**config.mk**
```make
export PLATFORM = sky130hd
export DESIGN_NAME = mult_round_sat
export DESIGN_NICKNAME = d
export VERILOG_FILES = /design/src/rtl/mult_round_sat_pkg.sv /design/src/rtl/sync_fifo_fwft.sv /design/src/rtl/mult_round_sat.sv
export SDC_FILE = /design/constraint.sdc
export NUM_CORES = 1
export LEC_CHECK = 0
export ABC_AREA = 1
export ABC_CLOCK_PERIOD_IN_PS = 5860
export BUFFER_PORTS_ARGS = -buffer_cell sky130_fd_sc_hd__buf_2
export CAP_MARGIN = 20
export CORE_MARGIN = 2
export CORE_UTILIZATION = 60
export DETAILED_ROUTE_END_ITERATION = 8
export GPL_TIMING_DRIVEN = 0
export PLACE_DENSITY_LB_ADDON = 0.2
export SLEW_MARGIN = 10
export SYNTH_ARGS = -nofsm -noshare
export SYNTH_HDL_FRONTEND = slang
export SYNTH_SLANG_ARGS = --single-unit
```
**constraint.sdc**
```tcl
create_clock -name clock -period 5.86 [get_ports clock]
set_clock_uncertainty 0.05 [all_clocks]
set_input_delay 0.586 -clock clock [delete_from_list [all_inputs] [get_ports clock]]
set_output_delay 0.586 -clock clock [all_outputs]
set_load 0.005 [all_outputs]
```
**src/rtl/mult_round_sat_pkg.sv**
```systemverilog
// Shared widths, output limits and the round-half-up / saturate helper for
// product scaling stages.
package mult_round_sat_pkg;

  localparam int PROD_W         = 40;
  localparam int OUT_W          = 24;
  localparam int SHIFT_W        = 4;
  localparam int MULT_LAT_DEF   = 4;
  localparam int FIFO_DEPTH_DEF = 4;
  localparam int CNT_W_DEF      = 16;

  localparam logic [OUT_W-1:0] OUT_MAX = {1'b0, {(OUT_W-1){1'b1}}};
  localparam logic [OUT_W-1:0] OUT_MIN = {1'b1, {(OUT_W-1){1'b0}}};

  typedef struct packed {
    logic             sat;
    logic [OUT_W-1:0] data;
  } sample_t;

  typedef struct packed {
    logic               valid;
    logic [SHIFT_W-1:0] shift;
  } tag_t;

  // One extra bit of headroom keeps the rounding add from wrapping at the
  // largest positive product.
  function automatic sample_t round_sat(input logic [PROD_W-1:0]  prod,
                                        input logic [SHIFT_W-1:0] sh);
    logic signed [PROD_W:0]       ext;
    logic signed [PROD_W:0]       half;
    logic signed [PROD_W:0]       v;
    logic [PROD_W-OUT_W+1:0]      top;
    sample_t                      r;
    ext  = $signed({prod[PROD_W-1], prod});
    half = '0;
    if (sh != '0) half = $signed((PROD_W+1)'(1) << (sh - 1'b1));
    v    = (ext + half) >>> sh;
    top  = v[PROD_W:OUT_W-1];
    if (!v[PROD_W] && (|top)) begin
      r.sat  = 1'b1;
      r.data = OUT_MAX;
    end else if (v[PROD_W] && !(&top)) begin
      r.sat  = 1'b1;
      r.data = OUT_MIN;
    end else begin
      r.sat  = 1'b0;
      r.data = v[OUT_W-1:0];
    end
    return r;
  endfunction

endpackage

```
**src/rtl/sync_fifo_fwft.sv**
```systemverilog
// Generic first-word-fall-through FIFO; the read port holds the last popped
// word while empty.
module sync_fifo_fwft #(
  parameter int WIDTH = 8,
  parameter int DEPTH = 4,
  parameter int AW    = $clog2(DEPTH),
  parameter int LW    = $clog2(DEPTH) + 1
) (
  input  logic             clock,
  input  logic             reset_n,
  input  logic             wr_en,
  input  logic [WIDTH-1:0] wr_data,
  input  logic             rd_en,
  output logic [WIDTH-1:0] rd_data,
  output logic             full,
  output logic             empty,
  output logic [LW-1:0]    level
);

  logic [WIDTH-1:0] mem [DEPTH];
  logic [AW-1:0]    wr_ptr;
  logic [AW-1:0]    rd_ptr;
  logic [LW-1:0]    count;
  logic [WIDTH-1:0] last_q;
  logic             push;
  logic             pop;

  assign empty = (count == '0);
  assign full  = (count == LW'(DEPTH));
  assign level = count;
  assign pop   = rd_en && !empty;
  // A full FIFO still accepts a write when the head leaves in the same cycle.
  assign push  = wr_en && (!full || pop);

  always_ff @(posedge clock or negedge reset_n) begin
    if (!reset_n) begin
      wr_ptr <= '0;
      rd_ptr <= '0;
      count  <= '0;
      last_q <= '0;
    end else begin
      if (push) wr_ptr <= wr_ptr + 1'b1;
      if (pop) begin
        rd_ptr <= rd_ptr + 1'b1;
        last_q <= mem[rd_ptr];
      end
      case ({push, pop})
        2'b10:   count <= count + 1'b1;
        2'b01:   count <= count - 1'b1;
        default: count <= count;
      endcase
    end
  end

  always_ff @(posedge clock) begin
    if (push) mem[wr_ptr] <= wr_data;
  end

  assign rd_data = empty ? last_q : mem[rd_ptr];

endmodule

```
**src/rtl/mult_round_sat.sv**
```systemverilog
// Multiplier back end: tag tracking, round/saturate to 24 bits and a small
// output FIFO with drop accounting.
module mult_round_sat
  import mult_round_sat_pkg::*;
#(
  parameter int MULT_LAT   = MULT_LAT_DEF,
  parameter int FIFO_DEPTH = FIFO_DEPTH_DEF,
  parameter int CNT_W      = CNT_W_DEF
) (
  input  logic                          clock,
  input  logic                          reset_n,
  input  logic                          in_valid,
  input  logic [SHIFT_W-1:0]            shift,
  input  logic [PROD_W-1:0]             product,
  input  logic                          ovf_clr,
  output logic [OUT_W-1:0]              out_data,
  output logic                          out_valid,
  input  logic                          out_ready,
  output logic                          out_sat,
  output logic                          ovf_sticky,
  output logic [CNT_W-1:0]              drop_count,
  output logic [$clog2(FIFO_DEPTH):0]   fifo_level
);

  localparam logic [CNT_W-1:0] CNT_MAX = '1;

  tag_t    tag_q [MULT_LAT];
  logic    s1_valid_q;
  sample_t s1_q;
  logic    wr_valid_q;
  sample_t wr_q;
  sample_t head;
  logic    fifo_full;
  logic    fifo_empty;
  logic    drop;

  // The last tag register lines up with the multiplier output stage.
  always_ff @(posedge clock or negedge reset_n) begin
    if (!reset_n) begin
      for (int i = 0; i < MULT_LAT; i++) tag_q[i] <= '0;
    end else begin
      tag_q[0] <= '{valid: in_valid, shift: shift};
      for (int i = 1; i < MULT_LAT; i++) tag_q[i] <= tag_q[i-1];
    end
  end

  always_ff @(posedge clock or negedge reset_n) begin
    if (!reset_n) begin
      s1_valid_q <= 1'b0;
      s1_q       <= '0;
      wr_valid_q <= 1'b0;
      wr_q       <= '0;
    end else begin
      s1_valid_q <= tag_q[MULT_LAT-1].valid;
      if (tag_q[MULT_LAT-1].valid) s1_q <= round_sat(product, tag_q[MULT_LAT-1].shift);
      wr_valid_q <= s1_valid_q;
      if (s1_valid_q) wr_q <= s1_q;
    end
  end

  sync_fifo_fwft #(
    .WIDTH (OUT_W + 1),
    .DEPTH (FIFO_DEPTH)
  ) u_fifo (
    .clock   (clock),
    .reset_n (reset_n),
    .wr_en   (wr_valid_q),
    .wr_data (wr_q),
    .rd_en   (out_ready),
    .rd_data (head),
    .full    (fifo_full),
    .empty   (fifo_empty),
    .level   (fifo_level)
  );

  assign out_valid = !fifo_empty;
  assign out_data  = head.data;
  assign out_sat   = head.sat;
  assign drop      = wr_valid_q && fifo_full && !(out_valid && out_ready);

  // A drop coinciding with a clear restarts the count at one.
  always_ff @(posedge clock or negedge reset_n) begin
    if (!reset_n) begin
      ovf_sticky <= 1'b0;
      drop_count <= '0;
    end else if (drop) begin
      ovf_sticky <= 1'b1;
      if (ovf_clr)                   drop_count <= CNT_W'(1);
      else if (drop_count != CNT_MAX) drop_count <= drop_count + 1'b1;
    end else if (ovf_clr) begin
      ovf_sticky <= 1'b0;
      drop_count <= '0;
    end
  end

endmodule

```
==> results of run 1 <==
[sequential cells by signal, summed over array words and instances (netlist names)]
register       cells
u_fifo.mem       100
s1_q              25
u_fifo.last_q     25
wr_q              25
tag_q             20
drop_count        16
u_fifo.level       3
u_fifo.rd_ptr      2
u_fifo.wr_ptr      2
ovf_sticky         1
s1_valid_q         1
wr_valid_q         1
[metal layers]
layer / global-route usage / vias to the layer above / wire (um)
met4: 0.110 / 0 / 1020
met3: 0.0259 / 70 / 1820
li1: - / 5713 / -
met1: 0.395 / 5344 / 14600
met2: 0.530 / 396 / 16300
met5: 0 / - / 0
[cell type report]
type / instances / share of cell area
Clock inverter: 14 / 0.00867
Timing Repair Buffer: 96 / 0.0353
Clock buffer: 28 / 0.0408
Tap cell: 275 / 0.0236
Buffer: 69 / 0.0205
Sequential cell: 221 / 0.414
Multi-Input combinational cell: 1204 / 0.418
Inverter: 154 / 0.0396
[kinds of logic after synthesis]
kind of cell | Yosys count | synth area share
AOI/OAI and AO/OA | 217 | 0.0978
xor gates and xnor gates | 28 | 0.0189
adders and majority gates | 24 | 0.0243
buffers and inverters | 223 | 0.0676
DFF | 221 | 0.465
muxes | 35 | 0.0294
other | 1 | 0.000289
and+or+nand+nor | 899 | 0.297
[cell usage after synthesis (all sizes together), types with 2 or more instances]
| library cell | n |
|---|---|
| buf | 27 |
| xnor2 | 7 |
| nor4 | 2 |
| xor2 | 21 |
| edfxtp | 100 |
| a22oi | 2 |
| nor2 | 102 |
| nand3b | 4 |
| mux2 | 25 |
| dfrtp | 121 |
| o221ai | 4 |
| fa | 2 |
| clkinv | 5 |
| and2 | 2 |
| nand3 | 181 |
| ha | 22 |
| o22ai | 5 |
| nor3 | 17 |
| a31oi | 4 |
| nand2 | 580 |
| mux2i | 10 |
| clkbuf | 42 |
| a32o | 25 |
| a21oi | 52 |
| inv | 149 |
| o21ai | 118 |
| nand4 | 10 |
[per-stage QoR]
step | total power (uW) | util | instances | instance area [um2]
finish | 5150 | 0.689 | 2061 | 14600
global route | 5460 | 0.689 | 2061 | 14600
CTS | 5150 | 0.689 | 2061 | 14600
detailed placement | 3780 | 0.655 | 2018 | 13900
global placement | 3710 | 0.652 | 2017 | 13800
floorplan | 3150 | - | 1648 | 13000
[critical path, delay by kind of cell (launching register included)]
family | cells | cell delay [ns]
and+or+nand+nor | 21 | 2.55
adders and majority gates | 1 | 0.39
buffers and inverters | 6 | 1.69
DFF | 1 | 0.35
[repair_timing]
item                                   in CTS  in global routing
buffers inserted                            0                  0
endpoints found under the hold margin      39                  0
hold buffers                                1                  0
[path summary, 6_finish.rpt]
| check | cells after the start | end | startpoint |
|---|---|---|---|
| max in group asynchronous | 3 | tag_q[18]$_DFF_PN0_ | reset_n |
| worst max register to register | 28 | s1_q[7]$_DFFE_PN0P_ | tag_q[1]$_DFF_PN0_ |
| worst max-delay path | 28 | s1_q[7]$_DFFE_PN0P_ | tag_q[1]$_DFF_PN0_ |
| min in group asynchronous | 2 | drop_count[2]$_DFFE_PN0P_ | reset_n |
| worst min register to register | 0 | tag_q[14]$_DFF_PN0_ | tag_q[19]$_DFF_PN0_ |
| worst min-delay path | 1 | tag_q[15]$_DFF_PN0_ | shift[0] |
[power groups by stage]
stage | Clock [uW] | Sequential [uW] | Combinational, uW
finish | 1380 | 2130 | 1650
global placement | 0 | 2140 | 1570
CTS | 1380 | 2130 | 1640
floorplan | 0 | 2110 | 1040
global route | 1440 | 2160 | 1850
detailed placement | 0 | 2150 | 1630
==> impl_metrics.tcl, run 1 <==
set metrics [dict create \
    status "finished, final reports clean" \
    p_seq_frac 0.413 \
    mostFrequentLayoutCells "nand2_1, nand3_1, inv_1, dfrtp_1, o21ai_0" \
    holdWs_ns 0.121 \
    gp_congestion 0.964 \
    drt_iter0_markers 819 \
    start_kind "flip-flop" \
    ys.warnings.count 0 \
    p_sw_frac 0.352 \
    reg2reg_slack_ns 0.67 \
    max_freq_mhz 193 \
    die_w_um 151 \
    yosys_most_used_dff "dfrtp_1" \
    period_share 0.885 \
    max_slew_margin 0.436 \
    n_antenna_cell 0 \
    layout.cells.most_common "nand2_1" \
    vias 11500 \
    insertion_delay_ns 0.52 \
    rsz0062_at_grt "no" \
    die-area_um2 22800 \
    setup_viol 0 \
    grt_first_pass_wirelength_mm 54.5 \
    syn_inst 1648 \
    cts_repair_resize_count 0 \
    grt_usage 0.303 \
    antenna_found_initial 0 \
    synth_cell_type_count 48 \
    postSynthAreaPerCell_um2 7.87 \
    p_leak_uw 0.00664 \
    synth.largest_area_cell "dfrtp_1" \
    p_int_uw 3340 \
    num-nets-final 1842 \
    powerDensity_nw_per_um2 353 \
    cp_data_arrival_time_ns 5.53 \
    wirelength_mm 33.7 \
    endpoint_kind "flip-flop" \
    ys_ff_latch 221 \
    layout.area.seq_um2 6030 \
    wire_per_inst_um 16.4 \
    initial_core_util 0.613 \
    overflow 0 \
    numClockSinks 221 \
    hold_viol 0 \
    pre_cts_ws_ns 0.855 \
    syn_to_final_growth_pct 12.4 \
    viasPerCell 5.59 \
    p_comb_frac 0.320 \
    grt_pass1_vias 11200 \
    place_hpwl_mm 25.9 \
    fin_crit_ns 5.19 \
    worstPathRequired_ns 6.20 \
    crit_type "reg -> reg" \
    max-vdd-ir-drop_mv 0.224 \
    tightest_slew_ns 0.845 \
    clock_tree.buffer_depth 3 \
    h-tree-depth 1 \
    cp_slowest_stage_delay_ns 0.45 \
    yosysSeqAreaShare 0.465 \
    io_pins 95 \
    grt_max_degree 83 \
    die_h_um 151 \
    numCtsBuffers 23 \
    firstDrtPassIters 6 \
    synth_nets 1721 \
    syn_area_um2 13000 \
    nFillCells 1752 \
    cts_tree "done" \
    drcViolationCount 0 \
    multi_input_area_um2 6100 \
    synth_edf_count 100 \
    fin_setup_tns_ns 0 \
    final_layout_size_suffix_gt1_frac 0.124 \
    max_cap_violations 0 \
    pwr-share-clk 0.267 \
    cts.clk_slew.worst_paths_ns 0.06 \
    port_buffers 94 \
    rows 53 \
    async_flop_share 0.548 \
    coreArea_um2 21200 \
    p_sw_uw 1810 \
    synth_top_area_frac 0.233 \
    ant_nets 0 \
    worst-path-max-fanout 10 \
    drv_slew 0 \
    hold_class "in -> reg" \
    slowest_stage "clkbuf_1" \
    synthTopCellsByArea "dfrtp_1, edfxtp_1, nand2_1" \
    setup_ws_ns 0.672 \
    cts-root-buf "clkbuf_16" \
    cpMostUsedCell "nand2_1" \
]
No activity file was read; power rests on OpenSTA's default activity.
==> inputs of run 2 (changes only) <==
--- a/config.mk
+++ b/config.mk
@@ -6,8 +6,8 @@
 export NUM_CORES = 1
 export LEC_CHECK = 0
 export ABC_AREA = 1
-export ABC_CLOCK_PERIOD_IN_PS = 5860
-export BUFFER_PORTS_ARGS = -buffer_cell sky130_fd_sc_hd__buf_2
+export ABC_CLOCK_PERIOD_IN_PS = 6300
+export BUFFER_PORTS_ARGS = -buffer_cell sky130_fd_sc_hd__buf_4
 export CAP_MARGIN = 20
 export CORE_MARGIN = 2
 export CORE_UTILIZATION = 60
==> constraint.sdc (replaced) <==
create_clock -name clock -period 6.3 [get_ports clock]
set_clock_uncertainty 0.05 [all_clocks]
set_input_delay 0.63 -clock clock [delete_from_list [all_inputs] [get_ports clock]]
set_output_delay 0.63 -clock clock [all_outputs]
set_load 0.005 [all_outputs]
==> run 2 against run 1 <==
  * Sequential power fell by 7%
  * Via count is 1.5% higher
  * Register-to-register slack improved by 0.41 ns
  * Fmax shrank 0.49%
  * Flip-flop and latch count is the same
  * Count of clock-buffer cells in the layout fell by 1
  * Final area grew 1.5%
  * Combinational power hardly changed
  * Sequential share of layout area is 0.63 points lower
  * Non-clock buffer count stayed put
  * Critical path type unchanged
  * Critical endpoint is now s1_q[3]$_DFFE_PN0P_
==> impl_metrics.tcl, run 2 (synthesis gave the netlist of run 1 again) <==
set metrics [dict create \
    wirelength_mm 34.8 \
    r2r_start "tag_q[1]$_DFF_PN0_" \
    crit_type "reg -> reg" \
    cts_setup_buffers 0 \
    met2_usage 0.572 \
    min_to "tag_q[15]$_DFF_PN0_" \
    grt_max_degree 85 \
    layout.cells.most_common "nand2_1" \
    max_slew_margin 0.443 \
    met3_usage 0.0298 \
    final_layout_size_suffix_gt1_frac 0.125 \
    vias 11700 \
    grt_pass1_vias 11300 \
    wire_per_inst_um 16.9 \
    cpMostUsedCell "nand2_1" \
    grt_first_pass_wirelength_mm 55.6 \
    grt_usage 0.309 \
    cts-root-buf "clkbuf_16" \
    n_antenna_cell 0 \
    firstDrtPassIters 6 \
    grtUsageMet1 0.378 \
    p_int_uw 3230 \
    worstPathRequired_ns 6.68 \
    p_seq_frac 0.403 \
    clock_tree.buffer_depth 3 \
    reg2reg_slack_ns 1.09 \
    tightest_slew_ns 0.834 \
    status "finished, final reports clean" \
    grt_busiest_layer "met2" \
    nFillCells 1741 \
    gp_congestion 0.975 \
    numCtsBuffers 22 \
    antenna_found_initial 0 \
    p_sw_frac 0.343 \
    drv_slew 0 \
    cp_data_arrival_time_ns 5.60 \
    final_cell_area_um2 14800 \
    p_leak_uw 0.00671 \
    ant_nets 0 \
    ff2ff_path_depth 28 \
    start_kind "flip-flop" \
    setup_viol 0 \
    io_pins 95 \
    coreArea_um2 21200 \
    worst-path-max-fanout 10 \
    insertion_delay_ns 0.51 \
    powerDensity_nw_per_um2 332 \
    period_share 0.828 \
    min_path_cells 1 \
    port_buffers 94 \
    max-vdd-ir-drop_mv 0.276 \
    largest_register_ffs 100 \
    fin_crit_ns 5.21 \
    mostFrequentLayoutCells "nand2_1, nand3_1, inv_1, dfrtp_1, o21ai_0" \
    die_h_um 151 \
    num-nets-final 1841 \
    pwr-share-clk 0.259 \
    cts_tree "done" \
    numClockSinks 221 \
    r2r-end "s1_q[3]$_DFFE_PN0P_" \
    rsz0062_at_grt "no" \
    initial_core_util 0.613 \
    place_hpwl_mm 26.3 \
    die-area_um2 22800 \
    die_w_um 151 \
    cp_slowest_stage_delay_ns 0.43 \
    h-tree-depth 1 \
    max_freq_mhz 192 \
    drt_iter0_markers 868 \
    max_cap_violations 0 \
    hold_viol 0 \
    overflow 0 \
    hold_class "in -> reg" \
    rows 53 \
    p_sw_uw 1690 \
    top_register "u_fifo.mem" \
    holdCritStartpoint "shift[0]" \
    syn_to_final_growth_pct 14.1 \
    endpoint_kind "flip-flop" \
    cts.clk_slew.worst_paths_ns 0.06 \
    p_comb_frac 0.337 \
    placed_area_um2 14100 \
    slowest_stage "clkbuf_1" \
    fin_setup_tns_ns 0 \
    drcViolationCount 0 \
    viasPerCell 5.68 \
]
-- run 2: critical path, delay by kind of cell, from the launching register on --
family	cells	cell delay, ns
AOI/OAI and AO/OA	2	0.76
DFF	1	0.35
buffers and inverters	6	1.52
adders and majority gates	1	0.37
and+or+nand+nor	19	2.06
-- run 2: worst max path at each step --
| stage | start | depth (start not counted) | to |
|---|---|---|---|
| after global routing | tag_q[1]$_DFF_PN0_ | 28 | s1_q[3]$_DFFE_PN0P_ |
| after CTS | tag_q[1]$_DFF_PN0_ | 28 | s1_q[7]$_DFFE_PN0P_ |
| after floorplan | tag_q[0]$_DFF_PN0_ | 30 | s1_q[4]$_DFFE_PN0P_ |
| after detailed placement | tag_q[1]$_DFF_PN0_ | 28 | s1_q[7]$_DFFE_PN0P_ |
| final | tag_q[1]$_DFF_PN0_ | 28 | s1_q[3]$_DFFE_PN0P_ |
| after global placement | tag_q[1]$_DFF_PN0_ | 28 | s1_q[7]$_DFFE_PN0P_ |
-- run 2: power groups by stage --
stage               registers [uW]  logic, uW  clock network [uW]
floorplan                     1960        971                   0
global placement              1990       1560                   0
detailed placement            2000       1630                   0
CTS                           1980       1660                1290
global route                  2010       1840                1350
finish                        1980       1660                1270
-- run 2: what timing repair did --
action / 4_1_cts / 5_1_grt
setup endpoints to repair: 0 / 0
hold buffers: 1 / 0
resized for setup: 0 / 0
hold endpoints to repair: 32 / 0
-- run 2: through the flow --
| stage | worst slack (ns) | hold slack [ns] | power [uW] | std cells | util |
|---|---|---|---|---|---|
| 3_3_place_gp | 1.23 | 0.282 | 3550 | 2017 | 0.663 |
| 4_1_cts | 1.16 | 0.164 | 4930 | 2058 | 0.700 |
| 2_1_floorplan | 2.40 | 0.281 | 2930 | 1648 | - |
| 5_1_grt | 0.505 | 0.159 | 5200 | 2058 | 0.700 |
| 3_5_place_dp | 1.22 | 0.285 | 3630 | 2018 | 0.666 |
| 6_report | 1.09 | 0.179 | 4920 | 2058 | 0.700 |
-- run 2: area by class of cell --
| cell class | count | area [um2] | share of cell area |
|---|---|---|---|
| sequential | 221 | 6030 | 0.407 |
| inverter | 154 | 578 | 0.0390 |
| buffer | 69 | 299 | 0.0202 |
| multi-input combinational | 1204 | 6100 | 0.412 |
| timing repair buffer | 96 | 747 | 0.0504 |
| clock inverter | 12 | 123 | 0.00828 |
| tap | 275 | 344 | 0.0232 |
| clock buffer | 27 | 591 | 0.0399 |
-- run 2: routing by layer --
layer | wire length (um) | up-vias
met5 | 0 | -
met4 | 976 | 0
met3 | 1920 | 79
met2 | 17700 | 457
met1 | 14200 | 5444
li1 | - | 5719
==> inputs of run 3 (changes only) <==
--- a/config.mk
+++ b/config.mk
@@ -5,8 +5,8 @@
 export SDC_FILE = /design/constraint.sdc
 export NUM_CORES = 1
 export LEC_CHECK = 0
-export ABC_AREA = 1
-export ABC_CLOCK_PERIOD_IN_PS = 6300
+export ABC_AREA = 0
+export ABC_CLOCK_PERIOD_IN_PS = 4950
 export BUFFER_PORTS_ARGS = -buffer_cell sky130_fd_sc_hd__buf_4
 export CAP_MARGIN = 20
 export CORE_MARGIN = 2
==> constraint.sdc (replaced) <==
create_clock -name clock -period 4.95 [get_ports clock]
set_clock_uncertainty 0.05 [all_clocks]
set_input_delay 0.495 -clock clock [delete_from_list [all_inputs] [get_ports clock]]
set_output_delay 0.495 -clock clock [all_outputs]
set_load 0.005 [all_outputs]
==> run 3 against run 2 <==
  * Combinational power up 28%
  * Critical path depth down 11
  * Sequential share of layout area down 2.8 points
  * Register-to-register slack worse by 0.94 ns
  * Largest cell class unchanged
  * Largest power group unchanged
  * Via count down 9.7%
==> impl_metrics.tcl, run 3 <==
set metrics [dict create \
    io_pins 95 \
    grt_usage 0.292 \
    path_cells "clkbuf_4 -> nand2_1 -> buf_6 -> nor2_2 -> ha_2 -> a21oi_2 -> o211ai_1 -> nand3_1 -> nand2_2 -> o221ai_4 -> nor2_2 -> mux2_2 -> mux4_2 -> nor4_1 -> a31o_2 -> buf_6 -> o221ai_2" \
    slowest_stage "mux4_2" \
    overflow 0 \
    tightest_slew_ns 0.964 \
    crit_type "reg -> reg" \
    cp_slowest_stage_delay_ns 0.48 \
    synth_cell_type_count 109 \
    synth_edf_count 100 \
    multi_input_area_um2 7100 \
    synth_top_area_frac 0.224 \
    async_flop_share 0.548 \
    synth-adder-area-share 0.0234 \
    hold_class "in -> reg" \
    synth-simple-area-share 0.145 \
    ant_nets 0 \
    rows 54 \
    mostFrequentLayoutCells "nand2_1, dfrtp_1, buf_4, edfxtp_1, nor2_1" \
    synth_xor_area_frac 0.0329 \
    worstPathRequired_ns 5.23 \
    viasPerCell 6.28 \
    fin_crit_ns 4.80 \
    die_h_um 154 \
    synth.largest_area_cell "dfrtp_1" \
    grt_max_degree 86 \
    num-nets-final 1459 \
    drv_slew 0 \
    cts-root-buf "clkbuf_16" \
    fin_setup_tns_ns 0 \
    max-vdd-ir-drop_mv 0.247 \
    max_slew_margin 0.357 \
    initial_core_util 0.614 \
    min_to "tag_q[18]$_DFF_PN0_" \
    synthTopCellsByArea "dfrtp_1, edfxtp_1, mux2_2" \
    grt_first_pass_wirelength_mm 55.1 \
    numClockSinks 221 \
    ys.warnings.count 0 \
    antenna_found_initial 0 \
    total_power_uw 6270 \
    die_w_um 154 \
    place_hpwl_mm 25.7 \
    drt_iter0_markers 1040 \
    cts_tree "done" \
    wire_per_inst_um 20.7 \
    wirelength_mm 34.8 \
    syn_inst 1240 \
    nFillCells 1584 \
    final_layout_size_suffix_gt1_frac 0.294 \
    cts.clk_slew.worst_paths_ns 0.06 \
    top_register "u_fifo.mem" \
    min_path_cells 1 \
    drcViolationCount 0 \
    layout.cells.most_common "nand2_1" \
    holdCritStartpoint "shift[3]" \
    r2r_start "tag_q[1]$_DFF_PN0_" \
    syn_area_um2 13500 \
    max_cap_violations 0 \
    postSynthAreaPerCell_um2 10.9 \
    start_kind "flip-flop" \
    cp_data_arrival_time_ns 5.08 \
    ff2ff_path_depth 17 \
    synth_nets 1313 \
    hold_viol 0 \
    numCtsBuffers 23 \
    synth_mux_area_frac 0.141 \
    yosysSeqAreaShare 0.447 \
    clock_tree.buffer_depth 3 \
    powerDensity_nw_per_um2 394 \
    setup_viol 0 \
    layout.area.seq_um2 6030 \
    largest_register_ffs 100 \
    status "finished, final reports clean" \
    period_share 0.970 \
    yosysMostFrequentCell "nand2_1" \
    max_freq_mhz 208 \
    yosys_most_used_dff "dfrtp_1" \
    r2r-end "s1_q[13]$_DFFE_PN0P_" \
    h-tree-depth 1 \
    reg2reg_slack_ns 0.15 \
    firstDrtPassIters 5 \
    worst-path-max-fanout 10 \
    n_antenna_cell 0 \
    coreArea_um2 22000 \
    synth_top_family_by_area "compound AO/OA/AOI/OAI gates" \
    syn_to_final_growth_pct 18.0 \
    p_leak_uw 0.00633 \
    endpoint_kind "flip-flop" \
    ys_ff_latch 221 \
    synth_compound_gate_area_share 0.159 \
    gp_congestion 1.04 \
    die-area_um2 23700 \
    ys_top_cells_by_count "nand2_1, dfrtp_1, edfxtp_1" \
    vias 10600 \
    grt_pass1_vias 10200 \
    port_buffers 89 \
    insertion_delay_ns 0.49 \
]
run 3: changes by cell type after synthesis, moves of 25 or more:
cell     previous run  this run
nand2_1           570       168
mux4_2              0        31
o21ai_0           114        43
mux2_2             25        62
inv_1             141        47
a32o_1             25         0
nand3_1           171        22
mux2i_1            10        48
run 3: per-layer routing:
metal / global-route usage / share of wire / vias to the layer above
li1: - / - / 4917
met1: 0.380 / 0.41 / 5115
met2: 0.507 / 0.50 / 449
met3: 0.0313 / 0.054 / 89
met4: 0.115 / 0.033 / 0
met5: 0 / 0 / -
run 3: layout make-up:
class | instances | area share
Clock buffer | 35 | 0.0428
Tap cell | 280 | 0.0220
Multi-Input combinational cell | 893 | 0.446
Buffer | 74 | 0.0340
Sequential cell | 221 | 0.379
Clock inverter | 6 | 0.00220
Timing Repair Buffer | 121 | 0.0614
Inverter | 52 | 0.0130
run 3: power breakdown:
| part | leakage (uW) | internal (uW) | switching, uW |
|---|---|---|---|
| sequential | 0.00238 | 2350 | 194 |
| clock | 0.000353 | 947 | 659 |
| combinational | 0.00360 | 1030 | 1080 |
| total | 0.00633 | 4330 | 1940 |
run 3: metrics by stage:
stage / setup slack, ns / area [um2] / hold WS [ns] / util / std cells
2_1_floorplan: 0.235 / 13500 / 0.149 / - / 1240
3_3_place_gp: -1.10 / 14500 / 0.283 / 0.661 / 1609
3_5_place_dp: -1.08 / 14600 / 0.285 / 0.665 / 1614
4_1_cts: -0.0195 / 15600 / 0.0438 / 0.710 / 1670
5_1_grt: -0.00398 / 15900 / 0.0390 / 0.725 / 1682
6_report: 0.150 / 15900 / 0.0641 / 0.725 / 1682
run 3: how the worst max path moves through the flow:
stage	start	endpoint	slack, ns
floorplan	tag_q[0]$_DFF_PN0_	s1_q[14]$_DFFE_PN0P_	0.24
global placement	tag_q[0]$_DFF_PN0_	s1_q[17]$_DFFE_PN0P_	-1.10
detailed placement	tag_q[0]$_DFF_PN0_	s1_q[17]$_DFFE_PN0P_	-1.08
CTS	tag_q[0]$_DFF_PN0_	s1_q[13]$_DFFE_PN0P_	-0.02
global route	tag_q[0]$_DFF_PN0_	s1_q[4]$_DFFE_PN0P_	-0.004
finish	tag_q[1]$_DFF_PN0_	s1_q[13]$_DFFE_PN0P_	0.15
run 3: logic make-up after synthesis:
| logic type | count (synthesis) |
|---|---|
| simple gates | 403 |
| compound gates | 274 |
| flops | 221 |
| mux | 142 |
| buf+inv | 126 |
| xor+xnor | 49 |
| fa+ha+maj | 24 |
| other cells | 1 |
run 3: critical path, delay by kind of cell (launching register included):
kind	cells	cell delay, ns
compound gates	5	1.11
fa+ha+maj	1	0.37
buf+inv	3	0.60
flops	1	0.38
mux	2	0.76
simple gates	6	1.36
run 3: repair_timing:
action,CTS,global route
endpoints found under the setup margin,24,24
endpoints found under the hold margin,36,0
resized for setup,44,48
pin swaps,10,17
gates cloned,0,0
buffers inserted,14,12
hold buffers,1,0
